[config.mk]
export PLATFORM = sky130hd
export DESIGN_NAME = snn_neuron_bank
export DESIGN_NICKNAME = d
export VERILOG_FILES = /design/src/rtl/snn_neuron_bank.sv
export SDC_FILE = /design/constraint.sdc
export NUM_CORES = 1
export LEC_CHECK = 0
export BUFFER_PORTS_ARGS = -buffer_cell sky130_fd_sc_hd__buf_2
export CAP_MARGIN = 5
export CORE_UTILIZATION = 49
export CTS_CLUSTER_DIAMETER = 100
export CTS_CLUSTER_SIZE = 16
export DETAILED_ROUTE_END_ITERATION = 6
export PLACE_DENSITY = 0.67
export SETUP_SLACK_MARGIN = 0.02
export SLEW_MARGIN = 10
export SYNTH_ARGS = -nofsm -noshare
export SYNTH_HDL_FRONTEND = slang
export SYNTH_SLANG_ARGS = --single-unit
[constraint.sdc]
create_clock -name CLK -period 17.7 [get_ports CLK]
set_clock_uncertainty 0.15 [all_clocks]
set_input_delay 2.655 -clock CLK [delete_from_list [all_inputs] [get_ports CLK]]
set_output_delay 2.655 -clock CLK [all_outputs]
set_load 0.02 [all_outputs]
[src/rtl/snn_neuron_bank.sv]
// snn_neuron_bank: integrate-and-fire neuron bank fed by the crossbar ADCs.
//
// Each accepted sample (EN=1, PD=0) adds one signed current per neuron into a
// saturating membrane, fires when the membrane reaches VTH and then subtracts
// VTH. FT starts a new output position at base 0. After T+1 timesteps the
// per-neuron spike counts are emitted with a one-cycle CNT_VALID pulse.
//
// Optional feature: define SNN_NEURON_LEAK_EN to add the LEAK port, which is
// subtracted on every accepted sample. Without it the leak term is zero.
//
// Ports:
//   CLK        clock, rising edge
//   RST        synchronous active-high reset
//   EN         integrate strobe
//   FT         first-timestep flag (qualified by EN)
//   PD         crossbar power-down, clears all state like RST
//   X          N signed samples, neuron k = X[k*IN_WIDTH +: IN_WIDTH]
//   T          timesteps per position minus one
//   VTH        positive firing threshold
//   LEAK       per-step leak (SNN_NEURON_LEAK_EN only)
//   SPK        spike vector, qualified by SPK_VALID
//   CNT        per-neuron spike counts, qualified by CNT_VALID pulse

module snn_neuron_bank #(
    parameter int unsigned N        = 8,
    parameter int unsigned IN_WIDTH = 8,
    parameter int unsigned VM_WIDTH = 12,
    parameter int unsigned T_WIDTH  = 5
) (
    input  logic                        CLK,
    input  logic                        RST,
    input  logic                        EN,
    input  logic                        FT,
    input  logic                        PD,
    input  logic [N*IN_WIDTH-1:0]       X,
    input  logic [T_WIDTH-1:0]          T,
    input  logic [VM_WIDTH-1:0]         VTH,
`ifdef SNN_NEURON_LEAK_EN
    input  logic [VM_WIDTH-1:0]         LEAK,
`endif
    output logic [N-1:0]                SPK,
    output logic                        SPK_VALID,
    output logic [N*(T_WIDTH+1)-1:0]    CNT,
    output logic                        CNT_VALID
);

    localparam int unsigned SW = VM_WIDTH + 2;
    localparam int unsigned CW = T_WIDTH + 1;
    localparam logic signed [SW-1:0] VmMax = {3'b000, {(VM_WIDTH-1){1'b1}}};
    localparam logic signed [SW-1:0] VmMin = {3'b111, {(VM_WIDTH-1){1'b0}}};

    logic signed [VM_WIDTH-1:0] vm_q [N];
    logic signed [VM_WIDTH-1:0] vm_d [N];
    logic [CW-1:0]              cnt_q [N];
    logic [CW-1:0]              cnt_d [N];
    logic [T_WIDTH-1:0]         s_q, s_d;
    logic [N-1:0]               spk_q, spk_d;
    logic                       spk_valid_q, spk_valid_d;
    logic [N*CW-1:0]            cnt_out_q, cnt_out_d;
    logic                       cnt_valid_q, cnt_valid_d;

    logic signed [VM_WIDTH-1:0] leak;
    logic signed [VM_WIDTH-1:0] vth_s;
    logic [T_WIDTH-1:0]         cur;
    logic                       last;
    logic [N-1:0]               spike;
    logic signed [VM_WIDTH-1:0] vm_acc [N];
    logic [CW-1:0]              cnt_acc [N];

`ifdef SNN_NEURON_LEAK_EN
    assign leak = LEAK;
`else
    assign leak = '0;
`endif

    assign vth_s = VTH;
    assign cur   = FT ? '0 : s_q;
    // A sample at s==T without FT is also last, so the position wraps.
    assign last  = (cur == T);

    for (genvar k = 0; k < N; k++) begin : g_lane
        logic signed [IN_WIDTH-1:0] x_k;
        logic signed [VM_WIDTH-1:0] base;
        logic signed [SW-1:0]       sum;
        logic signed [VM_WIDTH-1:0] sat;

        assign x_k  = X[k*IN_WIDTH +: IN_WIDTH];
        assign base = FT ? '0 : vm_q[k];
        // Two guard bits cover base + sample - leak before clamping.
        assign sum  = SW'(base) + SW'(x_k) - SW'(leak);
        assign sat  = (sum > VmMax) ? VmMax[VM_WIDTH-1:0] :
                      (sum < VmMin) ? VmMin[VM_WIDTH-1:0] : sum[VM_WIDTH-1:0];
        assign spike[k]   = (sat >= vth_s);
        assign vm_acc[k]  = spike[k] ? sat - vth_s : sat;
        assign cnt_acc[k] = (FT ? '0 : cnt_q[k]) + CW'(spike[k]);
    end

    always_comb begin
        vm_d        = vm_q;
        cnt_d       = cnt_q;
        s_d         = s_q;
        spk_d       = spk_q;
        spk_valid_d = 1'b0;
        cnt_out_d   = cnt_out_q;
        cnt_valid_d = 1'b0;
        if (PD) begin
            for (int k = 0; k < N; k++) begin
                vm_d[k]  = '0;
                cnt_d[k] = '0;
            end
            s_d       = '0;
            spk_d     = '0;
            cnt_out_d = '0;
        end else if (EN) begin
            for (int k = 0; k < N; k++) begin
                vm_d[k] = vm_acc[k];
                if (last) begin
                    cnt_d[k]                = '0;
                    cnt_out_d[k*CW +: CW]   = cnt_acc[k];
                end else begin
                    cnt_d[k] = cnt_acc[k];
                end
            end
            spk_d       = spike;
            spk_valid_d = 1'b1;
            cnt_valid_d = last;
            s_d         = last ? '0 : cur + T_WIDTH'(1);
        end
    end

    always_ff @(posedge CLK) begin
        if (RST) begin
            for (int k = 0; k < N; k++) begin
                vm_q[k]  <= '0;
                cnt_q[k] <= '0;
            end
            s_q         <= '0;
            spk_q       <= '0;
            spk_valid_q <= 1'b0;
            cnt_out_q   <= '0;
            cnt_valid_q <= 1'b0;
        end else begin
            vm_q        <= vm_d;
            cnt_q       <= cnt_d;
            s_q         <= s_d;
            spk_q       <= spk_d;
            spk_valid_q <= spk_valid_d;
            cnt_out_q   <= cnt_out_d;
            cnt_valid_q <= cnt_valid_d;
        end
    end

    assign SPK       = spk_q;
    assign SPK_VALID = spk_valid_q;
    assign CNT       = cnt_out_q;
    assign CNT_VALID = cnt_valid_q;

endmodule
Word level (Yosys, flattened, before mapping)
Cells that the tools add are included.

Bits in registers: 207. ROM bits: 0. Bits in writable memories: 0. Latch bits: 0. Bits of input ports: 86. Memories kept: 0. Output and inout port bits: 58.

Shifts and indexed selects: 0. Reductions and logical operators: 3. Equality and inequality tests: 1. Add/subtract/negate cells: 25. $mul: 0. Muxes and demuxes: 51. Magnitude comparators: 24. Div/mod/pow operators: 0. Bitwise operators: 1.

Operator list (number): $mux W12 (32); $add A12 B8 Y13 (8); $gt A13 B12 Y1 const B (8); $lt A13 B12 Y1 const B (8); $ge A12 B12 Y1 (8); $mux W6 (16); $sub A12 B12 Y12 (8); $add A6 B1 Y6 (8); $mux W5 (2); $add A5 B1 Y5 const B (1); $eq A5 B5 Y1 (1); $reduce_or A3 Y1 (1); $reduce_and A2 Y1 (1); $reduce_or A2 Y1 (1); $mux W1 (1); $not A1 Y1 (1).

Logic depth before layout (Yosys ltp)
Gate-level depths: netlist (run 1).

Depth after elaboration: 8. Depth in mapped cells: 32. Mapped depth without buffers: 26.

Worst setup path after synthesis (run 1)
Ideal clock, no wire load.

Path type: in2reg. From: in FT. To: reg cnt_q[16] (netlist bit). Setup time: 0.132 ns. Slack: 8.748 ns. Buffers on the path: 6. Arrival time: 8.670 ns. Stages: 32. Cell sequence: clkbuf_1 clkbuf_1 clkbuf_1 clkbuf_1 nor2b_1 ha_1 fa_1 a211o_1 o211ai_1 a21oi_1 o31a_1 o31a_1 or2_2 clkbuf_1 buf_2 a21oi_1 ha_1 inv_1 fa_1 a21o_1 a211oi_1 o21ai_0 a31oi_1 o21a_1 inv_2 ha_1 ha_1 nand3_1 xor2_1 nor2_1 nand3_1 a21oi_1.

Word-level cells in the longest chain between the ends: 8. Elaborated cells between the ends (all ways): 12. Classes of those cells: 2 x add/sub; 3 x order compare; 1 x eq/ne; 6 x mux.

Ends and longest elaborated chain: start, declared (RTL line 33) `input logic FT,`; $mux W12 * (RTL line 88) `assign base = FT ? '0 : vm_q[k];`; $add A12 B8 Y13 * (RTL line 90) `assign sum = SW'(base) + SW'(x_k) - SW'(leak);`; $lt A13 B12 Y1 (RTL line 92) `(sum < VmMin) ? VmMin[VM_WIDTH-1:0] : sum[VM_WIDTH-1:0];`; $mux W12 (RTL line 92); $mux W12 * (RTL line 91) `assign sat = (sum > VmMax) ? VmMax[VM_WIDTH-1:0] :`; $ge A12 B12 Y1 * (RTL line 93) `assign spike[k] = (sat >= vth_s);`; named net spike[5] (RTL line 66) `logic [N-1:0] spike;`; $add A6 B1 Y6 * (RTL line 95) `assign cnt_acc[k] = (FT ? '0 : cnt_q[k]) + CW'(spike[k]);`; $mux W6 * (RTL line 117) `if (last) begin`; end signal, assigned (RTL line 144) `cnt_q <= cnt_d;`; end, declared (RTL line 54) `logic [CW-1:0] cnt_q [N];`.

Mark *: on every way through the listed nets, which the timed path passes. The rest lies on a longest branch. A chain may end at the register's enable or synchronous reset.

Worst setup path in the final report (run 1)
From: in FT. To: reg cnt_q[46] (netlist bit).

Same word-level chain as after synthesis.

==> results of run 1 <==
-- per-stage QoR --
| stage | area, sq um | std cells | setup slack (ns) |
|---|---|---|---|
| finish | 20500 | 3111 | 7.88 |
| global route | 20500 | 3110 | 7.32 |
| CTS | 20500 | 3110 | 8.03 |
| detailed placement | 20100 | 3092 | 7.54 |
| global placement | 20100 | 3092 | 7.80 |
| floorplan | 19000 | 2531 | 8.75 |
-- worst max-delay path, stage by stage --
cell       delay, ns
buf_4           0.24
buf_4           0.50
nor2b_1         0.10
ha_1            0.23
fa_1            0.43
a211oi_1        0.34
o21ai_0         0.19
a311oi_1        0.30
mux2i_1         0.20
nor2_1          0.49
or2_2           0.23
ha_1            0.16
inv_1           0.06
fa_1            0.40
a21oi_1         0.28
o2111ai_1       0.23
a31oi_1         0.27
a21oi_1         0.10
o31ai_2         0.85
clkinv_1        0.58
ha_1            0.41
ha_1            0.24
nand3_1         0.11
xor2_1          0.15
nor2_1          0.07
nand3_1         0.11
a21oi_1         0.07
-- metal layers --
| layer | vias up | wire [microns] |
|---|---|---|
| met5 | - | 41 |
| met4 | 6 | 1320 |
| met3 | 78 | 2910 |
| met2 | 478 | 25600 |
| met1 | 8748 | 25400 |
| li1 | 9288 | - |
-- kinds of logic (layout without fill, tap and decap cells) --
family	count (synthesis)	count (layout)	synth area share
multiplexers	31	31	0.0166
AO/OA/AOI/OAI	793	793	0.261
flip-flops	207	207	0.218
other	0	1	0
buffers and inverters	189	257	0.0380
AND/OR/NAND/NOR	925	925	0.237
XOR/XNOR	155	155	0.0714
adder cells (fa/ha/maj)	231	231	0.158
-- power breakdown --
| part | leakage (uW) | switching [uW] | internal, uW |
|---|---|---|---|
| registers | 0.00168 | 11.0 | 488 |
| clock network | 0.000205 | 179 | 164 |
| logic | 0.00680 | 456 | 309 |
| total | 0.00869 | 646 | 960 |
-- cell usage after synthesis (24+ instances only) --
| master | count | area share |
|---|---|---|
| nand3_1 | 106 | 0.028 |
| a21oi_1 | 280 | 0.074 |
| a211oi_1 | 35 | 0.014 |
| or3_1 | 24 | 0.0079 |
| o21a_1 | 47 | 0.019 |
| a31oi_1 | 31 | 0.010 |
| xnor2_1 | 84 | 0.039 |
| a21o_1 | 46 | 0.018 |
| nand2_1 | 242 | 0.048 |
| inv_1 | 71 | 0.014 |
| clkbuf_1 | 100 | 0.020 |
| nor2_1 | 208 | 0.041 |
| o21ai_0 | 172 | 0.045 |
| ha_1 | 209 | 0.14 |
| nor2b_1 | 153 | 0.050 |
| mux2i_1 | 27 | 0.014 |
| nand2b_1 | 40 | 0.013 |
| xor2_1 | 71 | 0.033 |
| dfxtp_1 | 207 | 0.22 |
| and3_1 | 26 | 0.0086 |
| nor3_1 | 56 | 0.015 |
-- flip-flops by register name, summed over array words and instances, names as in the netlist --
register / cells
cnt_q: 48
CNT_VALID: 1
s_q: 5
vm_q: 96
SPK_VALID: 1
SPK: 8
CNT: 48
-- final timing paths --
check / startpoint / to / slack [ns] / depth (start not counted)
worst min register to register: vm_q[14]$_SDFFE_PP0P_ / vm_q[14]$_SDFFE_PP0P_ / 0.30 / 2
worst max-delay path: FT / cnt_q[46]$_SDFFE_PP0P_ / 7.88 / 27
worst max register to register: vm_q[84]$_SDFFE_PP0P_ / cnt_q[46]$_SDFFE_PP0P_ / 10.46 / 25
worst min-delay path: vm_q[14]$_SDFFE_PP0P_ / vm_q[14]$_SDFFE_PP0P_ / 0.30 / 2
-- area by class of cell --
| class | count | area, sq um | share of cell area |
|---|---|---|---|
| clock inverter | 1 | 16.3 | 0.000792 |
| clock buffer | 17 | 404 | 0.0197 |
| sequential | 207 | 4140 | 0.202 |
| tap | 511 | 639 | 0.0311 |
| antenna | 1 | 2.50 | 0.000122 |
| inverter | 73 | 275 | 0.0134 |
| timing repair buffer | 166 | 897 | 0.0437 |
| multi-input combinational | 2135 | 14200 | 0.690 |
==> impl_metrics.prom, run 1 <==
# TYPE chip_impl_metric gauge
chip_impl_metric{name="power_leakage",unit="uW"} 0.00869
chip_impl_metric{name="hpwl",unit="microns"} 39500
chip_impl_metric{name="vias_in_the_first_global_route",unit=""} 17700
chip_impl_metric{name="clkSinkCount",unit=""} 207
chip_impl_metric{name="gr-usage-met2",unit=""} 0.477
chip_impl_info{name="leading_cell_type_in_the_layout_fill_and_taps_excluded",value="a21oi_1"} 1
chip_impl_info{name="critPathLaunchType",value="input port"} 1
chip_impl_metric{name="final.period_utilization",unit=""} 0.555
chip_impl_metric{name="firstDrtPassIters",unit=""} 6
chip_impl_metric{name="yosys_register_bits",unit=""} 207
chip_impl_metric{name="fmaxAchievable",unit="MHz"} 102
chip_impl_metric{name="slew_viol_final",unit=""} 0
chip_impl_metric{name="timing.final.crit_period",unit="ns"} 9.82
chip_impl_info{name="run_status",value="finished, final reports clean"} 1
chip_impl_metric{name="placement_rows",unit=""} 71
chip_impl_metric{name="synth_edf_count",unit=""} 0
chip_impl_metric{name="boundaryPins",unit=""} 144
chip_impl_metric{name="drt-wirelength-per-cell",unit="microns"} 17.8
chip_impl_metric{name="syn_area",unit="sq um"} 19000
chip_impl_info{name="worst_hold_path_type",value="flip-flop to flip-flop"} 1
chip_impl_metric{name="post_cts_resized",unit=""} 0
chip_impl_metric{name="cp_max_fo",unit=""} 44
chip_impl_metric{name="viasPerCell",unit=""} 5.98
chip_impl_metric{name="timing.critical_path.required",unit="ns"} 17.90
chip_impl_metric{name="placement.io_buffers",unit=""} 143
chip_impl_info{name="criticalPathCategory",value="input port to flip-flop"} 1
chip_impl_metric{name="power.ir.vdd_worst",unit="uV"} 53.0
chip_impl_metric{name="area.growth.synth_to_final",unit="%"} 8.11
chip_impl_metric{name="fin_util",unit=""} 0.542
chip_impl_metric{name="die_width",unit="microns"} 199
chip_impl_metric{name="yosysWarnings",unit=""} 0
chip_impl_metric{name="sequential_element_share_of_the_synthesized_area",unit=""} 0.218
chip_impl_metric{name="route.detailed.drc",unit=""} 0
chip_impl_metric{name="die_area",unit="sq um"} 39600
chip_impl_metric{name="synth.lib_cells_used.distinct",unit=""} 80
chip_impl_metric{name="pin_count_of_the_biggest_net_entering_global_routing",unit=""} 89
chip_impl_info{name="cts_tree",value="built"} 1
chip_impl_metric{name="drive_gt1_frac",unit=""} 0.0827
chip_impl_metric{name="cts_htree_levels",unit=""} 1
chip_impl_metric{name="buffers_from_clock_root_to_sink_at_most",unit=""} 3
chip_impl_info{name="flip_flop_cell_with_the_highest_count_after_synthesis",value="dfxtp_1"} 1
chip_impl_metric{name="numCtsBuffers",unit=""} 16
chip_impl_metric{name="timing.final.hold_violations",unit=""} 0
chip_impl_metric{name="hold_slack",unit="ns"} 0.299
chip_impl_metric{name="fillers",unit=""} 3693
chip_impl_metric{name="grt_use_total",unit=""} 0.277
chip_impl_metric{name="max_slew.worst_pin.slew",unit="ns"} 1.11
chip_impl_metric{name="clk_pin_slew",unit="ns"} 0.09
chip_impl_info{name="globalRoute.busiestLayer",value="met2"} 1
chip_impl_metric{name="global_route.usage.met1",unit=""} 0.365
chip_impl_metric{name="grtUsageMet3",unit=""} 0.0353
chip_impl_metric{name="number_of_design_rule_violations_left_by_the_first_detailed_router_iteration",unit=""} 1067
chip_impl_metric{name="die-height",unit="microns"} 199
chip_impl_metric{name="route.antenna.remaining_nets",unit=""} 0
chip_impl_metric{name="num-nets-final",unit=""} 2910
chip_impl_metric{name="worstPathArrival",unit="ns"} 10.03
chip_impl_metric{name="syn-instance-count",unit=""} 2531
chip_impl_metric{name="globalRouteOverflowTotal",unit=""} 0
chip_impl_metric{name="fin_tns_setup",unit="ns"} 0
chip_impl_metric{name="mappedNetlistNets",unit=""} 2842
chip_impl_info{name="layout.cells.most_common_list",value="a21oi_1 (280), nand2_1 (242), ha_1 (209), dfxtp_1 (207), nor2_1 (206)"} 1
chip_impl_info{name="rsz_0062_raised_after_global_routing",value="no"} 1
chip_impl_metric{name="dr_total_vias",unit=""} 18600
chip_impl_info{name="end_kind",value="flip-flop"} 1
chip_impl_metric{name="totalPowerFinal",unit="uW"} 1610
chip_impl_metric{name="cts_hold_buf",unit=""} 0
chip_impl_info{name="cts.root.buffer_cell",value="clkbuf_16"} 1
chip_impl_metric{name="design.core.area",unit="sq um"} 37900
chip_impl_metric{name="antenna_violations_before_repair",unit=""} 3
chip_impl_metric{name="worst_skew_late_latency",unit="ns"} 0.51
chip_impl_metric{name="fraction_of_synthesis_flops_using_an_asynchronous_set_or_reset_pin",unit=""} 0
chip_impl_metric{name="grt_first_pass_wirelength",unit="microns"} 89500
chip_impl_metric{name="initial_utilization",unit=""} 0.501
chip_impl_metric{name="totalWireLength",unit="microns"} 55200
chip_impl_metric{name="setup_viol",unit=""} 0
chip_impl_metric{name="worst_slew_margin_rel",unit=""} 0.257
chip_impl_metric{name="syn_area_per_cell",unit="sq um"} 7.51
chip_impl_metric{name="gp_congestion",unit=""} 0.923
chip_impl_metric{name="power_density",unit="nW/um^2"} 78.2
chip_impl_metric{name="post_cts_repair_setup_buffers",unit=""} 0
chip_impl_metric{name="timing.max_cap.violations",unit=""} 0
No activity file was read; power rests on OpenSTA's default activity.
==> run 2: changes to the inputs <==
clock period = 9.3 ns   (was 17.7 ns; I/O delays follow)
==> impl_metrics.prom, run 2 (synthesis gave the netlist of run 1 again) <==
# TYPE chip_impl_metric gauge
chip_impl_metric{name="fin_tns_setup",unit="ns"} 0
chip_impl_info{name="register_with_the_most_flip_flops",value="vm_q"} 1
chip_impl_metric{name="viasPerCell",unit=""} 5.94
chip_impl_metric{name="worst_slew_margin_rel",unit=""} 0.268
chip_impl_metric{name="dr_total_vias",unit=""} 18500
chip_impl_metric{name="clkSinkCount",unit=""} 207
chip_impl_metric{name="number_of_design_rule_violations_left_by_the_first_detailed_router_iteration",unit=""} 1179
chip_impl_metric{name="pin_count_of_the_biggest_net_entering_global_routing",unit=""} 105
chip_impl_metric{name="timing.final.crit_period",unit="ns"} 7.65
chip_impl_info{name="critPathLaunchType",value="input port"} 1
chip_impl_metric{name="initial_utilization",unit=""} 0.501
chip_impl_metric{name="route.detailed.drc",unit=""} 0
chip_impl_info{name="run_status",value="finished, final reports clean"} 1
chip_impl_metric{name="buffers_from_clock_root_to_sink_at_most",unit=""} 3
chip_impl_metric{name="hpwl",unit="microns"} 40300
chip_impl_metric{name="boundaryPins",unit=""} 144
chip_impl_metric{name="final.period_utilization",unit=""} 0.822
chip_impl_metric{name="internal-power",unit="uW"} 1890
chip_impl_info{name="layout.cells.most_common_list",value="a21oi_1 (280), nand2_1 (242), ha_1 (209), dfxtp_1 (207), nor2_1 (206)"} 1
chip_impl_metric{name="drt-wirelength-per-cell",unit="microns"} 17.7
chip_impl_metric{name="globalRouteOverflowTotal",unit=""} 0
chip_impl_info{name="leading_cell_type_in_the_layout_fill_and_taps_excluded",value="a21oi_1"} 1
chip_impl_metric{name="timing.final.hold_violations",unit=""} 0
chip_impl_metric{name="timing.critical_path.required",unit="ns"} 9.48
chip_impl_metric{name="numCtsBuffers",unit=""} 17
chip_impl_info{name="end_kind",value="flip-flop"} 1
chip_impl_metric{name="ff_latch_area",unit="sq um"} 4140
chip_impl_metric{name="cts_htree_levels",unit=""} 1
chip_impl_metric{name="fillers",unit=""} 3770
chip_impl_info{name="worst_hold_path_type",value="flip-flop to flip-flop"} 1
chip_impl_metric{name="design.core.area",unit="sq um"} 37900
chip_impl_metric{name="placement_rows",unit=""} 71
chip_impl_metric{name="clkPwrFrac",unit=""} 0.228
chip_impl_metric{name="setup_viol",unit=""} 0
chip_impl_metric{name="cp_max_fo",unit=""} 44
chip_impl_metric{name="antenna_violations_before_repair",unit=""} 2
chip_impl_metric{name="max_slew.worst_pin.slew",unit="ns"} 1.09
chip_impl_metric{name="power_leakage",unit="uW"} 0.00872
chip_impl_metric{name="slew_viol_final",unit=""} 0
chip_impl_metric{name="largest_register_ff_count",unit=""} 96
chip_impl_metric{name="timing.max_cap.violations",unit=""} 0
chip_impl_info{name="cts.root.buffer_cell",value="clkbuf_16"} 1
chip_impl_metric{name="drive_gt1_frac",unit=""} 0.0841
chip_impl_metric{name="worst_skew_late_latency",unit="ns"} 0.50
chip_impl_metric{name="grt_use_total",unit=""} 0.274
chip_impl_metric{name="fin_util",unit=""} 0.543
chip_impl_info{name="rsz_0062_raised_after_global_routing",value="no"} 1
chip_impl_metric{name="cts_hold_buf",unit=""} 0
chip_impl_metric{name="gp_congestion",unit=""} 0.918
chip_impl_metric{name="clk_pin_slew",unit="ns"} 0.08
chip_impl_metric{name="power.share.sequential",unit=""} 0.305
chip_impl_metric{name="worstPathArrival",unit="ns"} 7.83
chip_impl_metric{name="post_cts_resized",unit=""} 0
chip_impl_metric{name="share_comb_of_total_power",unit=""} 0.467
chip_impl_metric{name="fmaxAchievable",unit="MHz"} 131
chip_impl_metric{name="multi_input_area",unit="sq um"} 14200
chip_impl_metric{name="placement.io_buffers",unit=""} 143
chip_impl_metric{name="area.growth.synth_to_final",unit="%"} 8.46
chip_impl_metric{name="route.antenna.remaining_nets",unit=""} 0
chip_impl_metric{name="power.ir.vdd_worst",unit="uV"} 94.6
chip_impl_metric{name="hold_slack",unit="ns"} 0.300
chip_impl_metric{name="firstDrtPassIters",unit=""} 5
chip_impl_metric{name="post_cts_repair_setup_buffers",unit=""} 0
chip_impl_info{name="criticalPathCategory",value="input port to flip-flop"} 1
chip_impl_metric{name="vias_in_the_first_global_route",unit=""} 17600
chip_impl_metric{name="die_area",unit="sq um"} 39600
chip_impl_metric{name="grt_first_pass_wirelength",unit="microns"} 88100
chip_impl_metric{name="switching_share",unit=""} 0.395
chip_impl_metric{name="switching_power",unit="uW"} 1230
chip_impl_metric{name="num-nets-final",unit=""} 2911
chip_impl_metric{name="totalWireLength",unit="microns"} 55100
chip_impl_metric{name="die-height",unit="microns"} 199
chip_impl_info{name="cts_tree",value="built"} 1
chip_impl_metric{name="die_width",unit="microns"} 199
chip_impl_metric{name="power_density",unit="nW/um^2"} 151
==> run 2: worst max-delay path: stages <==
cell      delay, ns
buf_4          0.43
nor2b_1        0.12
ha_1           0.24
fa_1           0.42
a21oi_1        0.25
o211ai_1       0.18
a21oi_1        0.30
o221ai_1       0.37
nand2_1        0.32
and2_1         0.23
ha_1           0.18
inv_1          0.05
fa_1           0.40
a21o_1         0.20
a221oi_1       0.35
a21oi_1        0.16
a21oi_1        0.24
o21a_1         0.48
inv_1          0.36
ha_1           0.35
ha_1           0.25
nand3_1        0.11
xor2_1         0.16
nor2_1         0.07
nand3_1        0.10
a21oi_1        0.07
==> run 2: final timing paths <==
kind                                       startpoint                endpoint  slack (ns)  depth (start not counted)
worst max-delay path                               FT  cnt_q[10]$_SDFFE_PP0P_        1.65                         26
worst min-delay path            vm_q[14]$_SDFFE_PP0P_   vm_q[14]$_SDFFE_PP0P_        0.30                          2
worst max register to register  vm_q[12]$_SDFFE_PP0P_  cnt_q[10]$_SDFFE_PP0P_        2.69                         25
worst min register to register  vm_q[14]$_SDFFE_PP0P_   vm_q[14]$_SDFFE_PP0P_        0.30                          2
==> run 2: final cells by class <==
type	instances	share of cell area
Sequential cell	207	0.201
Clock inverter	3	0.00212
Clock buffer	19	0.0215
Inverter	73	0.0134
Multi-Input combinational cell	2135	0.687
Antenna cell	1	0.000121
Timing Repair Buffer	166	0.0435
Tap cell	511	0.0310
==> run 2: layer usage <==
metal / part of all wire / vias up / GRT usage
met4: 0.025 / 2 / 0.0766
met5: 0.00025 / - / 0
li1: - / 9302 / -
met2: 0.45 / 460 / 0.460
met1: 0.46 / 8652 / 0.363
met3: 0.059 / 89 / 0.0410
==> run 2: power groups by stage <==
stage | Sequential (uW) | Combinational (uW) | Clock [uW]
2_1_floorplan | 965 | 1110 | 0
3_3_place_gp | 969 | 1410 | 0
3_5_place_dp | 970 | 1430 | 0
4_1_cts | 949 | 1440 | 725
5_1_grt | 954 | 1620 | 760
6_report | 950 | 1460 | 712
==> run 2: metrics by stage <==
step,cells,cell area (sq um),setup slack [ns],power (uW)
after detailed placement,3092,20100,1.25,2400
after global placement,3092,20100,1.33,2380
final,3115,20600,1.65,3120
after floorplan,2531,19000,1.61,2070
after global routing,3115,20600,1.10,3330
after CTS,3114,20600,1.75,3110
